$ cat src/rtl/wavegen_pkg.sv
// wavegen_pkg: shared types and reset defaults for param_wave_gen.
//   mode_e        : waveform selector (square / triangle / saw up / saw down)
//   default_step  : reset phase step, one LSB of the output phase per cycle
//   default_duty  : reset square threshold, 50 % duty
// The {mode, step, duty} config struct is declared inside param_wave_gen,
// because its field widths follow that module's WIDTH/ACC_W parameters.
package wavegen_pkg;

    typedef enum logic [1:0] {
        MODE_SQUARE   = 2'd0,
        MODE_TRIANGLE = 2'd1,
        MODE_SAW_UP   = 2'd2,
        MODE_SAW_DOWN = 2'd3
    } mode_e;

    function automatic int default_step(input int width, input int acc_w);
        return 1 << (acc_w - width);
    endfunction

    function automatic int default_duty(input int width);
        return 1 << (width - 1);
    endfunction

endpackage

$ cat src/rtl/wave_shaper.sv
// wave_shaper: purely combinational phase-to-sample mapping.
//   phase  in  WIDTH : top WIDTH bits of the phase accumulator
//   mode   in  2     : waveform selector (mode_e)
//   duty   in  WIDTH : square threshold, output high while phase < duty
//   sample out WIDTH : resulting amplitude
module wave_shaper
    import wavegen_pkg::*;
#(
    parameter int WIDTH = 8
) (
    input  logic [WIDTH-1:0] phase,
    input  mode_e            mode,
    input  logic [WIDTH-1:0] duty,
    output logic [WIDTH-1:0] sample
);

    // Triangle: first half ramps 0,2,..,M-1; second half mirrors it by
    // bit inversion, giving M, M-2, .., 1.
    logic [WIDTH-1:0] tri_ramp;
    assign tri_ramp = {phase[WIDTH-2:0], 1'b0};

    always_comb begin
        sample = '0;
        case (mode)
            MODE_SQUARE:   sample = (phase < duty) ? '1 : '0;
            MODE_TRIANGLE: sample = phase[WIDTH-1] ? ~tri_ramp : tri_ramp;
            MODE_SAW_UP:   sample = phase;
            MODE_SAW_DOWN: sample = ~phase;
            default:       sample = '0;
        endcase
    end

endmodule

$ cat src/rtl/param_wave_gen.sv
// param_wave_gen: phase-accumulator waveform generator with glitch-free
// reconfiguration.
//   clk_star    in  1     : clock, rising edge
//   reset       in  1     : asynchronous active-low reset
//   en          in  1     : advance enable; low holds acc and wave
//   cfg_valid   in  1     : configuration offer
//   cfg_ready   out 1     : no configuration pending
//   cfg_mode    in  2     : 0 square, 1 triangle, 2 saw up, 3 saw down
//   cfg_step    in  ACC_W : phase increment per enabled cycle
//   cfg_duty    in  WIDTH : square threshold
//   wave        out WIDTH : registered sample
//   wrap        out 1     : pulse on the first sample of a new period
//   active_mode out 2     : mode currently driving wave
//
// Config handshake: a transfer happens on a rising edge where cfg_valid and
// cfg_ready are both high; cfg_ready is simply !pend, so only one config can
// wait at a time and the source must hold its offer while cfg_ready is low.
// The waiting config becomes active only at a period boundary (carry), when
// the generator is stalled, or when the active step is zero (no boundary
// would ever come).
module param_wave_gen
    import wavegen_pkg::*;
#(
    parameter int WIDTH = 8,
    parameter int ACC_W = 16
) (
    input  logic             clk_star,
    input  logic             reset,
    input  logic             en,
    input  logic             cfg_valid,
    output logic             cfg_ready,
    input  logic [1:0]       cfg_mode,
    input  logic [ACC_W-1:0] cfg_step,
    input  logic [WIDTH-1:0] cfg_duty,
    output logic [WIDTH-1:0] wave,
    output logic             wrap,
    output logic [1:0]       active_mode
);

    typedef struct packed {
        mode_e            mode;
        logic [ACC_W-1:0] step;
        logic [WIDTH-1:0] duty;
    } cfg_t;

    localparam logic [ACC_W-1:0] DEF_STEP = ACC_W'(default_step(WIDTH, ACC_W));
    localparam logic [WIDTH-1:0] DEF_DUTY = WIDTH'(default_duty(WIDTH));
    localparam cfg_t DEF_CFG = '{mode: MODE_SQUARE, step: DEF_STEP, duty: DEF_DUTY};

    logic [ACC_W-1:0] acc;
    cfg_t             act_cfg;
    cfg_t             pend_cfg;
    logic             pend;

    logic [ACC_W:0]   sum;
    logic             carry;
    logic [ACC_W-1:0] acc_next;
    logic             apply;
    logic             accept;
    cfg_t             cfg_next;
    logic [WIDTH-1:0] shaped;

    assign sum      = {1'b0, acc} + {1'b0, act_cfg.step};
    assign carry    = en & sum[ACC_W];
    assign acc_next = en ? sum[ACC_W-1:0] : acc;

    // pend is registered, so a config accepted on a carry edge waits for
    // the next qualifying edge.
    assign apply    = pend & (~en | carry | (act_cfg.step == '0));
    assign accept   = cfg_valid & ~pend;
    assign cfg_next = apply ? pend_cfg : act_cfg;

    // The sample uses the post-edge config so the wrap sample already shows
    // a newly applied waveform.
    wave_shaper #(.WIDTH(WIDTH)) u_shaper (
        .phase  (acc_next[ACC_W-1 -: WIDTH]),
        .mode   (cfg_next.mode),
        .duty   (cfg_next.duty),
        .sample (shaped)
    );

    always_ff @(posedge clk_star or negedge reset) begin
        if (!reset) begin
            acc      <= '0;
            wave     <= '0;
            wrap     <= 1'b0;
            act_cfg  <= DEF_CFG;
            pend_cfg <= DEF_CFG;
            pend     <= 1'b0;
        end else begin
            acc     <= acc_next;
            wrap    <= carry;
            act_cfg <= cfg_next;
            // Stalled: wave holds unless a config lands on the held phase.
            if (en || apply) begin
                wave <= shaped;
            end
            if (apply) begin
                pend <= 1'b0;
            end else if (accept) begin
                pend_cfg <= '{mode: mode_e'(cfg_mode), step: cfg_step, duty: cfg_duty};
                pend     <= 1'b1;
            end
        end
    end

    assign cfg_ready   = ~pend;
    assign active_mode = act_cfg.mode;

endmodule

$ cat config.mk
export PLATFORM = sky130hd
export DESIGN_NAME = param_wave_gen
export DESIGN_NICKNAME = d
export VERILOG_FILES = /design/src/rtl/wavegen_pkg.sv /design/src/rtl/wave_shaper.sv /design/src/rtl/param_wave_gen.sv
export SDC_FILE = /design/constraint.sdc
export NUM_CORES = 1
export LEC_CHECK = 0
export ABC_AREA = 1
export BUFFER_PORTS_ARGS = -buffer_cell sky130_fd_sc_hd__buf_4
export CORE_UTILIZATION = 25
export CTS_CLUSTER_SIZE = 10
export DETAILED_ROUTE_END_ITERATION = 6
export PLACE_DENSITY = 0.37
export SETUP_SLACK_MARGIN = 0.5
export SLEW_MARGIN = 20
export SYNTH_ARGS = -nofsm -noshare
export SYNTH_HDL_FRONTEND = slang
export SYNTH_HIERARCHICAL = 1
export SYNTH_SLANG_ARGS = --single-unit
$ cat constraint.sdc
create_clock -name clk_star -period 3.6 [get_ports clk_star]
set_clock_uncertainty 0.2 [all_clocks]
set_input_delay 0.72 -clock clk_star [delete_from_list [all_inputs] [get_ports clk_star]]
set_output_delay 0.72 -clock clk_star [all_outputs]
set_load 0.005 [all_outputs]
==> Yosys cells after proc, flatten, opt, wreduce, memory -nomap -nowiden <==
Index checks and enable logic that the tools add are counted.
{ "op_classes": {"add_sub_neg": 1, "order_cmp": 1, "eq_ne": 3, "muxes": 7, "bitwise": 10, "n_reduce_logical": 5} }
{ "op_table": {"columns": ["op", "n"], "rows": [
  ["one-hot mux 8 bit (4 select lines)", 1],
  ["two-way mux 26 bit", 1],
  ["adder 16 x 16 -> 17 bit", 1],
  ["zero test 16 bit", 1],
  ["two-way mux 16 bit", 1],
  ["two-way mux 8 bit", 2],
  ["NOT 8 bit", 2],
  ["< comparator 8 bit", 1],
  ["== test 2 bit, second input constant", 2],
  ["AND 1 bit", 3],
  ["NOT 1 bit", 3],
  ["== test 2 x 1 -> 1 bit, second input constant", 1],
  ["zero test 2 bit", 1],
  ["two-way mux 1 bit", 2],
  ["bitwise OR 1 bit", 2],
  ["AND reduction 2 bit", 1],
  ["nonzero test 2 bit", 1],
  ["logical OR 1 bit", 1]
]} }
{ "word_totals": {"regBits": 78, "input_bits": 30, "out_inout_bits": 12, "word_cells": 38} }

==> Logic depth before layout (Yosys ltp) <==
Gate-level depths: netlist of run 1.
{ "logic_depth": {"word_depth": 9, "mapped_depth": 22, "ltp_nobuf": 21} }

==> By module <==
Netlist of run 1, hierarchy kept.
{ "by_module_without_submodules": {"columns": ["module", "instances", "cells_each", "area_each_um2"], "rows": [
  ["param_wave_gen", 1, 451, 4013.8],
  ["wave_shaper", 1, 92, 491.7]
]} }

==> Least setup slack after synthesis of run 1 <==
OpenSTA, ideal clock, no wires.
{ "synth_timing": {"path_type": "reg-to-reg", "from": "register acc[0]", "to": "register wave[0]", "arrival_ns": 2.848, "t_required_ns": 3.275, "slack_ns": 0.427, "path_stages_with_launch": 22, "path_buffers": 1, "path_cell_list": "dfrtp_1 -> ha_1 -> fa_1 -> nand2_1 -> nand2_1 -> nand3_1 -> nand2_2 -> nand2_2 -> nand3_4 -> nand2_8 -> buf_12 -> nand2_2 -> nand2_1 -> inv_1 -> ha_1 -> nand2_1 -> o21bai_1 -> nand2_1 -> nor2_1 -> nand2_2 -> nand2_1 -> mux2_2"} }
{ "synth_lines": {"columns": ["item", "line_no", "rtl"], "rows": [
  ["start, declared", "param_wave_gen.sv:50", "logic [ACC_W-1:0] acc;"],
  ["start signal, assigned", "param_wave_gen.sv:91", "acc <= acc_next;"],
  ["end signal, assigned", "param_wave_gen.sv:96", "wave <= shaped;"],
  ["end, declared", "param_wave_gen.sv:35", "output logic [WIDTH-1:0] wave,"]
]} }

==> implementation parameters, run 1 <==
Parameter                              Value

Run status
  Result of the run    finished clean

Synth
  Library cell with the highest instance count after synthesis    sky130_fd_sc_hd__nand2_1
  Number of synthesized register bits    around 80
  List of most frequent post-synthesis cells    188 x sky130_fd_sc_hd__nand2_1, 74 x sky130_fd_sc_hd__dfrtp_1, 57 x sky130_fd_sc_hd__inv_1
  Top cells by area, synth    sky130_fd_sc_hd__dfrtp_1 41%, sky130_fd_sc_hd__nand2_1 16%, sky130_fd_sc_hd__mux2_2 8.5%, sky130_fd_sc_hd__ha_1 6.4%, sky130_fd_sc_hd__nand3_1 5.6%
  Library cell with the largest summed area after synthesis    sky130_fd_sc_hd__dfrtp_1
  Commonest register cell after synthesis    sky130_fd_sc_hd__dfrtp_1
  Post-synthesis average cell area    8.30 um2
  Post-Syn Nets    597
  Synth cell types    35
  Count of flip-flops with a built-in enable after synthesis    0
  Sequential-to-total area share from yosys stat    roughly 43%
  Mapped cell area    4510 um2
  Count of synthesis-stage warnings from yosys    6
  Share of the synthesized area in the top cell type    about two fifths
  Share of async-settable or async-resettable flops after synthesis    between 90% and 100%
  Number of cells produced by synthesis    543

Placed design
  Placed wire-length estimate    7.96 mm
  Final Wtd Congestion    between 0.8 and 0.9
  Port-buffer cells    41

Timing
  Post-route fraction of the period consumed by the critical path    around 88%
  Count of endpoints failing setup in the final report    0
  Total negative slack    0 ns
  Clock period minus worst slack    3.15 ns
  RSZ-0062 raised after global routing    true
  FMAX    approximately 0.32 GHz
  Count of endpoints failing hold in the final timing report    0
  Worst-margin pin slew    approximately 0.93 ns
  Worst max-slew margin expressed relative to the limit    between 30% and 40%
  Final number of max-transition violations    0

Routing
  Number of design-rule violations left by the first detailed-router iteration    122
  DRC violation count after routing    0
  Number of vias after detailed routing    3704
  Mean number of vias per cell    about 4.3
  DR pass1 iterations    4
  Routed wirelength normalized by instance count    about 13 um
  Drt total wl    around 12 mm
  Post-DRT Antenna Nets    0

Setup path
  Gate family responsible for the most delay along the worst path    simple AND/OR/NAND/NOR gates
  Library cell contributing the largest single delay on the critical path    sky130_fd_sc_hd__dfrtp_1
  Data arrival, critical path    3.18 ns
  Element type at the critical path end    flop
  Path type of the worst setup path    reg -> reg
  Max FO, Critical Path    8
  Max incr delay on CP    between 0.3 and 0.4 ns
  Crit-path most repeated cell    sky130_fd_sc_hd__nand2_2
  Required time at the worst-slack endpoint    3.62 ns
  Buffers and inverters on the worst path    1
  Sort of element at the start of the critical path    flop
  CP Cell Sequence    ha_2, fa_2, nand2_2, nand2_2, nand3_2, nand2_2, nand2_2, nand3_4, nand2_8, nand2_2, nand2_2, inv_2, ha_4, nand2_4, o21bai_1, nand2_1, nor2_2, nand2_4, nand2_1, mux2_2

Floorplanning
  Initial core utilization    ~26%
  Chip width    between 100 and 150 um
  Number of standard-cell rows in the floorplan    48
  Total Die Area    approximately 19000 um2
  Die Y-Extent    136 um
  CORE AREA    roughly 17000 um2
  Ports placed on the boundary    42

Pwr
  Worst-case vdd ir drop    about 0.37 mV
  Overall power of the completed layout    between 7 and 8 mW
  Total power density per cell area    about 1100 nW/um2
  Cell leakage power    about 3 nW

Flow run
  Number of max-capacitance violations reported    0

Worst hold path
  Tightest Hold Check Type    in -> async

Clock tree
  Root Driver    sky130_fd_sc_hd__clkbuf_16
  Clock tree from TritonCTS    done
  Clock slew at reported path FFs    approximately 0.06 ns
  Clock insertion delay at the later pin of the skew report    about 0.34 ns
  Max Root-Sink Buffers    2
  Count of hold-fix buffers inserted at cts    0
  Number of H-tree branching levels    3
  Clock buffers created by TritonCTS    9
  Sinks on Clock Net    around 80

GRT
  GRT Total Usage    13.7%
  First-pass GRT wire length    around 19 mm
  Leftover overflow at the end of global routing    0
  Via count of the first global-routing pass    3747
  Largest net degree at the start of global routing    79
  Antenna violations before repair    0

Layout
  Final-stage net count    688
  P&R area growth vs syn    36.0%
  Fraction of the core area covered by cells at the end of the flow    35.1%
  Filler cell count    roughly 1.8k
  Number of diodes added for antenna fixing    0
  Layout cells sized above 1    a little under two fifths
timing repair:
action | 4_1_cts | 5_1_grt
resized for setup | 38 | 41
endpoints found under the setup margin | 8 | 10
buffers inserted | 33 | 9
gates cloned | 3 | 0
pin swaps | 19 | 28
per-stage QoR:
step / std cells / hold slack (ns) / instance area (um2) / setup WS (ns)
2_1_floorplan: 543 / 0.224 / 4510 / 0.493
3_3_place_gp: 803 / 0.267 / 5060 / 0.299
3_5_place_dp: 803 / 0.268 / 5060 / 0.258
4_1_cts: 855 / 0.290 / 5910 / 0.373
5_1_grt: 864 / 0.276 / 6130 / 0.313
6_report: 864 / 0.217 / 6130 / 0.447
power breakdown:
group	internal, mW	leakage [nW]	switching (mW)	total, mW
clock	0.561	0.149	0.381	0.943
sequential	1.36	0.928	0.416	1.77
combinational	2.10	1.94	2.23	4.33
worst register-to-register path, cell delays in order, from the launching register on:
cell and delay [ns]:
sky130_fd_sc_hd__dfrtp_1 0.39, sky130_fd_sc_hd__ha_2 0.20, sky130_fd_sc_hd__fa_2 0.35, sky130_fd_sc_hd__nand2_2 0.08, sky130_fd_sc_hd__nand2_2 0.06, sky130_fd_sc_hd__nand3_2 0.07, sky130_fd_sc_hd__nand2_2 0.06, sky130_fd_sc_hd__nand2_2 0.09
sky130_fd_sc_hd__nand3_4 0.17, sky130_fd_sc_hd__nand2_8 0.17, sky130_fd_sc_hd__nand2_2 0.07, sky130_fd_sc_hd__nand2_2 0.06, sky130_fd_sc_hd__inv_2 0.05, sky130_fd_sc_hd__ha_4 0.27, sky130_fd_sc_hd__nand2_4 0.04, sky130_fd_sc_hd__o21bai_1 0.14
sky130_fd_sc_hd__nand2_1 0.07, sky130_fd_sc_hd__nor2_2 0.05, sky130_fd_sc_hd__nand2_4 0.12, sky130_fd_sc_hd__nand2_1 0.08, sky130_fd_sc_hd__mux2_2 0.25
cell type report:
cell class | instances | area (um2) | share of cell area (%)
repair buffers | 93 | 733 | 12.0
flip-flops and latches | 78 | 1960 | 32.1
clock inverters | 6 | 68.8 | 1.12
inverters | 59 | 221 | 3.62
clock buffers | 10 | 239 | 3.90
multi-input cells | 393 | 2620 | 42.7
well taps | 225 | 282 | 4.60
layer usage:
layer  GRT usage, %  up-vias  wire length [um]
met5              0        -                 0
met4           4.44        0               144
met3           2.20        7               267
met2           21.0       41              5200
met1           19.3     1731              6030
li1               -     1925                 -
cell families after synthesis:
| kind of cell | Yosys count | synth area share, % |
|---|---|---|
| AND/OR/NAND/NOR | 298 | 29.3 |
| buffers and inverters | 74 | 7.28 |
| AO/OA/AOI/OAI | 32 | 4.08 |
| XOR/XNOR | 3 | 0.583 |
| adder cells (fa/ha/maj) | 24 | 6.83 |
| multiplexers | 34 | 8.50 |
| flip-flops | 78 | 43.4 |
state kept, by name, summed over array words and instances (netlist names):
| name | flops |
|---|---|
| pend | 1 |
| active_mode | 2 |
| acc | 16 |
| wrap | 1 |
| pend_cfg | 26 |
| wave | 8 |
| act_cfg | 24 |
cell usage in the layout, fill, tap and decap left out, types with 8 or more instances in the layout:
master	instances
sky130_fd_sc_hd__clkbuf_16	9
sky130_fd_sc_hd__a21oi_1	13
sky130_fd_sc_hd__nand3_1	44
sky130_fd_sc_hd__nand2_2	32
sky130_fd_sc_hd__mux2_2	33
sky130_fd_sc_hd__o21ai_0	9
sky130_fd_sc_hd__inv_1	50
sky130_fd_sc_hd__nand2_4	8
sky130_fd_sc_hd__inv_2	9
sky130_fd_sc_hd__nor2_1	19
sky130_fd_sc_hd__ha_4	17
sky130_fd_sc_hd__buf_4	89
sky130_fd_sc_hd__nand2_1	164
sky130_fd_sc_hd__dfrtp_1	68
final timing paths:
kind	startpoint	slack (ns)	endpoint	cells after the start
hold reg to reg	act_cfg[1]	0.29	act_cfg[1]	2
setup reg to reg	acc[0]	0.45	wave[3]	20
min in group clk_star	act_cfg[1]	0.29	act_cfg[1]	2
hold / removal	reset	0.22	pend_cfg[8]	1
setup / recovery	acc[0]	0.45	wave[3]	20
max in group asynchronous	reset	2.44	act_cfg[19]	1
(Power assumes the default switching activity.)
==> run 2, diff against run 1 <==
--- a/config.mk
+++ b/config.mk
@@ -7,6 +7,7 @@
 export LEC_CHECK = 0
 export ABC_AREA = 1
 export BUFFER_PORTS_ARGS = -buffer_cell sky130_fd_sc_hd__buf_4
+export CORE_ASPECT_RATIO = 0.6
 export CORE_UTILIZATION = 25
 export CTS_CLUSTER_SIZE = 10
 export DETAILED_ROUTE_END_ITERATION = 6
==> constraint.sdc (replaced) <==
create_clock -name clk_star -period 3.5 [get_ports clk_star]
set_clock_uncertainty 0.2 [all_clocks]
set_input_delay 0.7 -clock clk_star [delete_from_list [all_inputs] [get_ports clk_star]]
set_output_delay 0.7 -clock clk_star [all_outputs]
set_load 0.005 [all_outputs]
==> implementation parameters, run 2 (synthesized netlist as in run 1, its figures left out) <==
Parameter                              Value

Flow run
  Number of max-capacitance violations reported    0 (unchanged)

Timing
  Count of endpoints failing hold in the final timing report    0 (unchanged)
  Worst-margin pin slew    0.695 ns (-0.232 ns)
  RSZ-0062 raised after global routing    true
  Clock period minus worst slack    3.22 ns (+0.0641 ns)
  Total negative slack    0 ns (unchanged)
  Post-route fraction of the period consumed by the critical path    91.9% (+4.3 points)
  Final number of max-transition violations    0 (unchanged)
  Worst max-slew margin expressed relative to the limit    53.6% (+15 points)
  Count of endpoints failing setup in the final report    0 (unchanged)
  FMAX    0.311 GHz (-2.0%)

Routing
  Drt total wl    12.6 mm (+8.4%)
  DR pass1 iterations    4 (unchanged)
  Mean number of vias per cell    4.32 (+0.85%)
  DRC violation count after routing    0 (unchanged)
  Post-DRT Antenna Nets    0 (unchanged)
  Number of vias after detailed routing    3688 (-0.43%)
  Routed wirelength normalized by instance count    14.8 um (+9.8%)
  Number of design-rule violations left by the first detailed-router iteration    170 (+39%)

Setup path
  Required time at the worst-slack endpoint    3.53 ns (-0.09 ns)
  Buffers and inverters on the worst path    2 (+1)
  Sort of element at the start of the critical path    flop
  Library cell contributing the largest single delay on the critical path    sky130_fd_sc_hd__dfrtp_2
  Gate family responsible for the most delay along the worst path    simple AND/OR/NAND/NOR gates
  Worst reg-to-reg setup slack    0.28 ns (-0.16 ns)
  Data arrival, critical path    3.25 ns (+0.07 ns)
  Capture point of the worst path    wave[5]
  Max FO, Critical Path    8 (unchanged)
  CP Cell Sequence    ha_4, buf_4, nand2_2, nand2_2, nand2_2, nand2_2, a21oi_4, nand3_4, nand2_8, nand2_2, nand2_2, inv_2, ha_4, nand2_2, o21bai_1, nand2_1, nor2_2, nand2_4, nand2_2, mux2_4
  Endpoint of the worst-slack reg-to-reg timing path    wave[5]
  Path type of the worst setup path    reg -> reg
  Max incr delay on CP    0.44 ns (+0.05 ns)
  Cells on worst reg2reg path    20 (unchanged)
  Element type at the critical path end    flop
  Start of the worst register-to-register path    act_cfg[17]
  WP depth    20 (unchanged)
  Setup crit start    act_cfg[17]
  Crit-path most repeated cell    sky130_fd_sc_hd__nand2_2

Pwr
  Cell leakage power    2.89 nW (-4.2%)
  Worst-case vdd ir drop    0.313 mV (-16%)
  Total power density per cell area    1180 nW/um2 (+2.7%)

Layout
  Layout cells sized above 1    36.2% (-2.0 points)
  Number of diodes added for antenna fixing    0 (unchanged)
  Multi-input gate area in the final layout    2560 um2 (-2.2%)
  Final-stage net count    668 (-2.9%)
  P&R area growth vs syn    30.9%
  Register with the most flip-flops    pend_cfg
  Sequential cell area    1970 um2 (+0.13%)
  Number of flip-flops under the largest register name    26 (unchanged)
  Most common cell after layout, fill and taps aside    sky130_fd_sc_hd__nand2_1
  Finished Layout Cells    853 (-1.3%)
  Regs by FF count    pend_cfg (26), act_cfg (24), acc (16)
  Final Cell Area    5900 um2 (-3.7%)
  Leading cell types in the layout, fill and taps excluded    156 x sky130_fd_sc_hd__nand2_1, 73 x sky130_fd_sc_hd__buf_4, 66 x sky130_fd_sc_hd__dfrtp_1
  Filler cell count    1802 (+0.45%)

Clock tree
  Max Root-Sink Buffers    2 (unchanged)
  Clock insertion delay at the later pin of the skew report    0.34 ns (about the same)
  Clock tree from TritonCTS    done
  Count of hold-fix buffers inserted at cts    0 (unchanged)
  Root Driver    sky130_fd_sc_hd__clkbuf_16
  Number of H-tree branching levels    3 (unchanged)
  Sinks on Clock Net    78 (unchanged)
  Clock slew at reported path FFs    0.06 ns (about the same)
  Clock buffers created by TritonCTS    9 (unchanged)

Placed design
  Placed wire-length estimate    9.09 mm (+14%)
  Port-buffer cells    41 (unchanged)
  Final Wtd Congestion    0.862 (+6.1%)
  Area after DPL    5100 um2 (+0.82%)
  Post-placement cell count    816 (+1.6%)

Floorplanning
  Die Y-Extent    106 um (-22%)
  CORE AREA    17400 um2 (-0.67%)
  Number of standard-cell rows in the floorplan    37 (-23%)
  Initial core utilization    26.0% (+0.17 points)
  Total Die Area    18600 um2 (about the same)
  Chip width    175 um (+29%)
  Ports placed on the boundary    42 (unchanged)

Run status
  Result of the run    finished clean

GRT
  Leftover overflow at the end of global routing    0 (unchanged)
  First-pass GRT wire length    20.1 mm (+3.8%)
  Via count of the first global-routing pass    3657 (-2.4%)
  GRT Total Usage    14.4% (+0.70 points)
  Largest net degree at the start of global routing    41 (-48%)
  Antenna violations before repair    0 (unchanged)

Worst hold path
  Tightest Hold Check Type    in -> async
[run 2: cell types whose count changed in the layout (fill, tap and decap cells not counted), sizes merged]
cell / before / now
buf: 93 / 74
clkinvlp: 1 / 3
clkinv: 2 / 1
inv: 61 / 60
nand2: 205 / 204
[run 2: timing repair]
action,CTS,global route
setup endpoints to repair,8,8
cloned,1,0
setup buffers,11,9
gates resized for setup,33,45
pin swaps,15,18
[run 2: area by class of cell]
type | count | area share, %
multi-input combinational | 392 | 43.4
tap | 234 | 4.96
inverter | 59 | 3.75
clock inverter | 6 | 1.19
timing repair buffer | 74 | 9.48
clock buffer | 10 | 3.88
sequential | 78 | 33.3
[run 2: worst reg2reg max path, stage by stage (launching register included)]
cell,delay [ns]
sky130_fd_sc_hd__dfrtp_2,0.44
sky130_fd_sc_hd__ha_4,0.26
sky130_fd_sc_hd__buf_4,0.15
sky130_fd_sc_hd__nand2_2,0.07
sky130_fd_sc_hd__nand2_2,0.08
sky130_fd_sc_hd__nand2_2,0.07
sky130_fd_sc_hd__nand2_2,0.07
sky130_fd_sc_hd__a21oi_4,0.18
sky130_fd_sc_hd__nand3_4,0.19
sky130_fd_sc_hd__nand2_8,0.17
sky130_fd_sc_hd__nand2_2,0.07
sky130_fd_sc_hd__nand2_2,0.07
sky130_fd_sc_hd__inv_2,0.05
sky130_fd_sc_hd__ha_4,0.26
sky130_fd_sc_hd__nand2_2,0.06
sky130_fd_sc_hd__o21bai_1,0.14
sky130_fd_sc_hd__nand2_1,0.08
sky130_fd_sc_hd__nor2_2,0.05
sky130_fd_sc_hd__nand2_4,0.13
sky130_fd_sc_hd__nand2_2,0.06
sky130_fd_sc_hd__mux2_4,0.26
[run 2: per-layer routing]
metal,routed length [um],global-route usage [%],share of wire (%)
met3,422,2.68,3.3
met2,4660,18.1,37
met4,101,3.79,0.80
met1,7440,23.6,59
met5,0,0,0
[run 2: worst min-delay path by stage]
stage | start | endpoint | slack, ns | cells after the start
2_1_floorplan | reset | acc[0] | 0.20 | 0
3_3_place_gp | acc[0] | acc[0] | 0.27 | 2
3_5_place_dp | acc[0] | acc[0] | 0.27 | 2
4_1_cts | reset | wave[2] | 0.17 | 1
5_1_grt | reset | wave[4] | 0.19 | 1
6_report | reset | wave[2] | 0.15 | 1
[run 2: stage by stage]
stage	setup slack [ns]	utilization (%)	total power, mW	hold WS (ns)
final	0.283	34.0	6.97	0.150
after global routing	0.129	34.0	7.64	0.190
after CTS	0.297	32.8	6.62	0.174
after detailed placement	0.110	29.4	5.20	0.271
after global placement	0.184	29.4	5.16	0.268
after floorplan	0.393	-	4.23	0.204
[run 2: report_power, final]
| group | total, mW | switching (mW) | internal [mW] |
|---|---|---|---|
| Combinational | 4.17 | 2.29 | 1.87 |
| Clock | 0.975 | 0.417 | 0.557 |
| Sequential | 1.83 | 0.427 | 1.40 |
==> run 3, diff against run 2 <==
--- a/config.mk
+++ b/config.mk
@@ -7,7 +7,7 @@
 export LEC_CHECK = 0
 export ABC_AREA = 1
 export BUFFER_PORTS_ARGS = -buffer_cell sky130_fd_sc_hd__buf_4
-export CORE_ASPECT_RATIO = 0.6
+export CORE_ASPECT_RATIO = 1.25
 export CORE_UTILIZATION = 25
 export CTS_CLUSTER_SIZE = 10
 export DETAILED_ROUTE_END_ITERATION = 6
==> implementation parameters, run 3 (synthesized netlist as in run 1, its figures left out) <==
Parameter                              Value

Floorplanning
  Chip width    122 um (-30%)
  Die Y-Extent    152 um (+44%)
  Total Die Area    18600 um2 (about the same)
  CORE AREA    17600 um2 (+1.2%)
  Ports placed on the boundary    42 (unchanged)
  Initial core utilization    25.6% (-0.31 points)
  Number of standard-cell rows in the floorplan    54 (+46%)

Clock tree
  Count of hold-fix buffers inserted at cts    0 (unchanged)
  Number of H-tree branching levels    3 (unchanged)
  Root Driver    sky130_fd_sc_hd__clkbuf_16
  Max Root-Sink Buffers    2 (unchanged)
  Sinks on Clock Net    78 (unchanged)
  Clock insertion delay at the later pin of the skew report    0.35 ns (about the same)
  Clock buffers created by TritonCTS    9 (unchanged)
  Clock slew at reported path FFs    0.07 ns (about the same)
  Clock tree from TritonCTS    done

Setup path
  Path type of the worst setup path    reg -> reg
  Element type at the critical path end    flop
  Endpoint of the worst-slack reg-to-reg timing path    wave[0]
  Cells on worst reg2reg path    21 (+5.0%)
  Worst reg-to-reg setup slack    0.25 ns (-0.03 ns)
  Start of the worst register-to-register path    act_cfg[8]
  Sort of element at the start of the critical path    flop
  Required time at the worst-slack endpoint    3.54 ns (about the same)
  Max FO, Critical Path    8 (unchanged)
  Data arrival, critical path    3.29 ns (+0.04 ns)

GRT
  Largest net degree at the start of global routing    79 (+93%)
  GRT Total Usage    13.3% (-1.1 points)
  Via count of the first global-routing pass    3734 (+2.1%)
  First-pass GRT wire length    18.9 mm (-6.0%)
  Leftover overflow at the end of global routing    0 (unchanged)
  Antenna violations before repair    0 (unchanged)

Pwr
  Worst-case vdd ir drop    0.280 mV (-11%)
  Total power density per cell area    1180 nW/um2 (-0.45%)
  Overall power of the completed layout    6.99 mW (+0.33%)
  Cell leakage power    2.95 nW (+2.3%)

Routing
  Number of vias after detailed routing    3668 (-0.54%)
  Top layer used by detailed routing    met4
  Total routed wire length on the met1 layer    5.41 mm (-27%)
  Wire length on met2    5.33 mm (+14%)
  Mean number of vias per cell    4.31 (-0.31%)
  Routed wirelength normalized by instance count    13.2 um (-11%)
  DRC violation count after routing    0 (unchanged)
  DR WL met3    266 um (-37%)
  Number of design-rule violations left by the first detailed-router iteration    104 (-39%)
  Drt total wl    11.2 mm (-11%)
  Post-DRT Antenna Nets    0 (unchanged)
  DR pass1 iterations    5 (+1)

Worst hold path
  Tightest Hold Check Type    in -> async

Timing
  FMAX    0.308 GHz (-0.93%)
  Worst max-slew margin expressed relative to the limit    49.7% (-3.9 points)
  Count of endpoints failing setup in the final report    0 (unchanged)
  Clock period minus worst slack    3.25 ns (+0.0301 ns)
  Worst-margin pin slew    0.754 ns (+0.0586 ns)
  Post-route fraction of the period consumed by the critical path    92.8% (+0.86 points)
  RSZ-0062 raised after global routing    true
  Total negative slack    0 ns (unchanged)
  Count of endpoints failing hold in the final timing report    0 (unchanged)
  Final number of max-transition violations    0 (unchanged)
  Post-route setup slack    0.253 ns (-0.0301 ns)

Placed design
  Post-placement cell count    805 (-1.3%)
  Final Wtd Congestion    0.752 (-13%)
  Port-buffer cells    41 (unchanged)
  Placement Setup Slack    0.122 ns (+0.0119 ns)
  Placed wire-length estimate    7.92 mm (-13%)

Run status
  Result of the run    finished clean

Flow run
  Number of max-capacitance violations reported    0 (unchanged)

Layout
  Number of diodes added for antenna fixing    0 (unchanged)
  Fraction of the core area covered by cells at the end of the flow    33.8% (-0.14 points)
  Layout cells sized above 1    34.1% (-2.1 points)
  Number of flip-flops under the largest register name    26 (unchanged)
  Regs by FF count    pend_cfg (26), act_cfg (24), acc (16)
  Register with the most flip-flops    pend_cfg
  Finished Layout Cells    851 (-0.23%)
  Most common cell after layout, fill and taps aside    sky130_fd_sc_hd__nand2_1
  P&R area growth vs syn    31.9%
  Final-stage net count    676 (+1.2%)
  Leading cell types in the layout, fill and taps excluded    172 x sky130_fd_sc_hd__nand2_1, 78 x sky130_fd_sc_hd__buf_4, 71 x sky130_fd_sc_hd__dfrtp_1
==> run 3: how the worst max path moves through the flow <==
| stage | startpoint | end | slack (ns) | depth (start not counted) |
|---|---|---|---|---|
| 6_report | act_cfg[8] | wave[0] | 0.25 | 21 |
| 5_1_grt | act_cfg[8] | wave[4] | 0.08 | 22 |
| 4_1_cts | acc[0] | wave[6] | 0.21 | 20 |
| 3_5_place_dp | act_cfg[8] | wave[6] | 0.12 | 20 |
| 3_3_place_gp | act_cfg[19] | wave[7] | 0.17 | 19 |
| 2_1_floorplan | act_cfg[8] | wave[0] | 0.39 | 21 |
==> run 3: through the flow <==
| stage | instance area [um2] | hold WS, ns |
|---|---|---|
| 2_1_floorplan | 4510 | 0.204 |
| 3_3_place_gp | 5080 | 0.262 |
| 3_5_place_dp | 5080 | 0.263 |
| 4_1_cts | 5650 | 0.283 |
| 5_1_grt | 5940 | 0.268 |
| 6_report | 5940 | 0.180 |
==> run 3: critical path, cell delays in order, from the launching register on <==
cell and delay [ns]:
sky130_fd_sc_hd__dfrtp_1 0.38, sky130_fd_sc_hd__ha_2 0.20, sky130_fd_sc_hd__fa_2 0.35, sky130_fd_sc_hd__nand2_2 0.09, sky130_fd_sc_hd__nand2_2 0.06, sky130_fd_sc_hd__nand3_2 0.08
sky130_fd_sc_hd__nand2_4 0.07, sky130_fd_sc_hd__nand2_4 0.08, sky130_fd_sc_hd__nand3_4 0.14, sky130_fd_sc_hd__buf_6 0.18, sky130_fd_sc_hd__nand2_8 0.07, sky130_fd_sc_hd__nand2_2 0.06
sky130_fd_sc_hd__nand2_2 0.08, sky130_fd_sc_hd__inv_2 0.05, sky130_fd_sc_hd__ha_4 0.25, sky130_fd_sc_hd__nand2_2 0.04, sky130_fd_sc_hd__o21bai_1 0.15, sky130_fd_sc_hd__nand2_1 0.09
sky130_fd_sc_hd__nor2_2 0.06, sky130_fd_sc_hd__nand2_4 0.12, sky130_fd_sc_hd__nand2_1 0.06, sky130_fd_sc_hd__mux2_2 0.26
==> run 3: final cells by class <==
type,instances,area (um2)
clock buffer,9,225
inverter,59,221
multi-input combinational,392,2530
sequential,78,1960
clock inverter,7,96.3
tap,224,280
timing repair buffer,82,631
fill,1855,11600
==> run 3: power by group <==
group	internal (mW)	switching (mW)
Combinational	1.99	2.18
Sequential	1.39	0.393
Clock	0.627	0.409
Total	4.01	2.98
==> run 3: metal layers <==
metal  GRT usage, %  vias up
met2           21.1       41
met4           6.33        0
met3           2.06       12
met1           17.4     1714
met5              0        -
li1               -     1901
==> run 3: repair_timing <==
item	in CTS	in global routing
cloned	1	0
pin swaps	15	21
gates resized for setup	18	38
buffers inserted	13	16
endpoints found under the setup margin	8	9
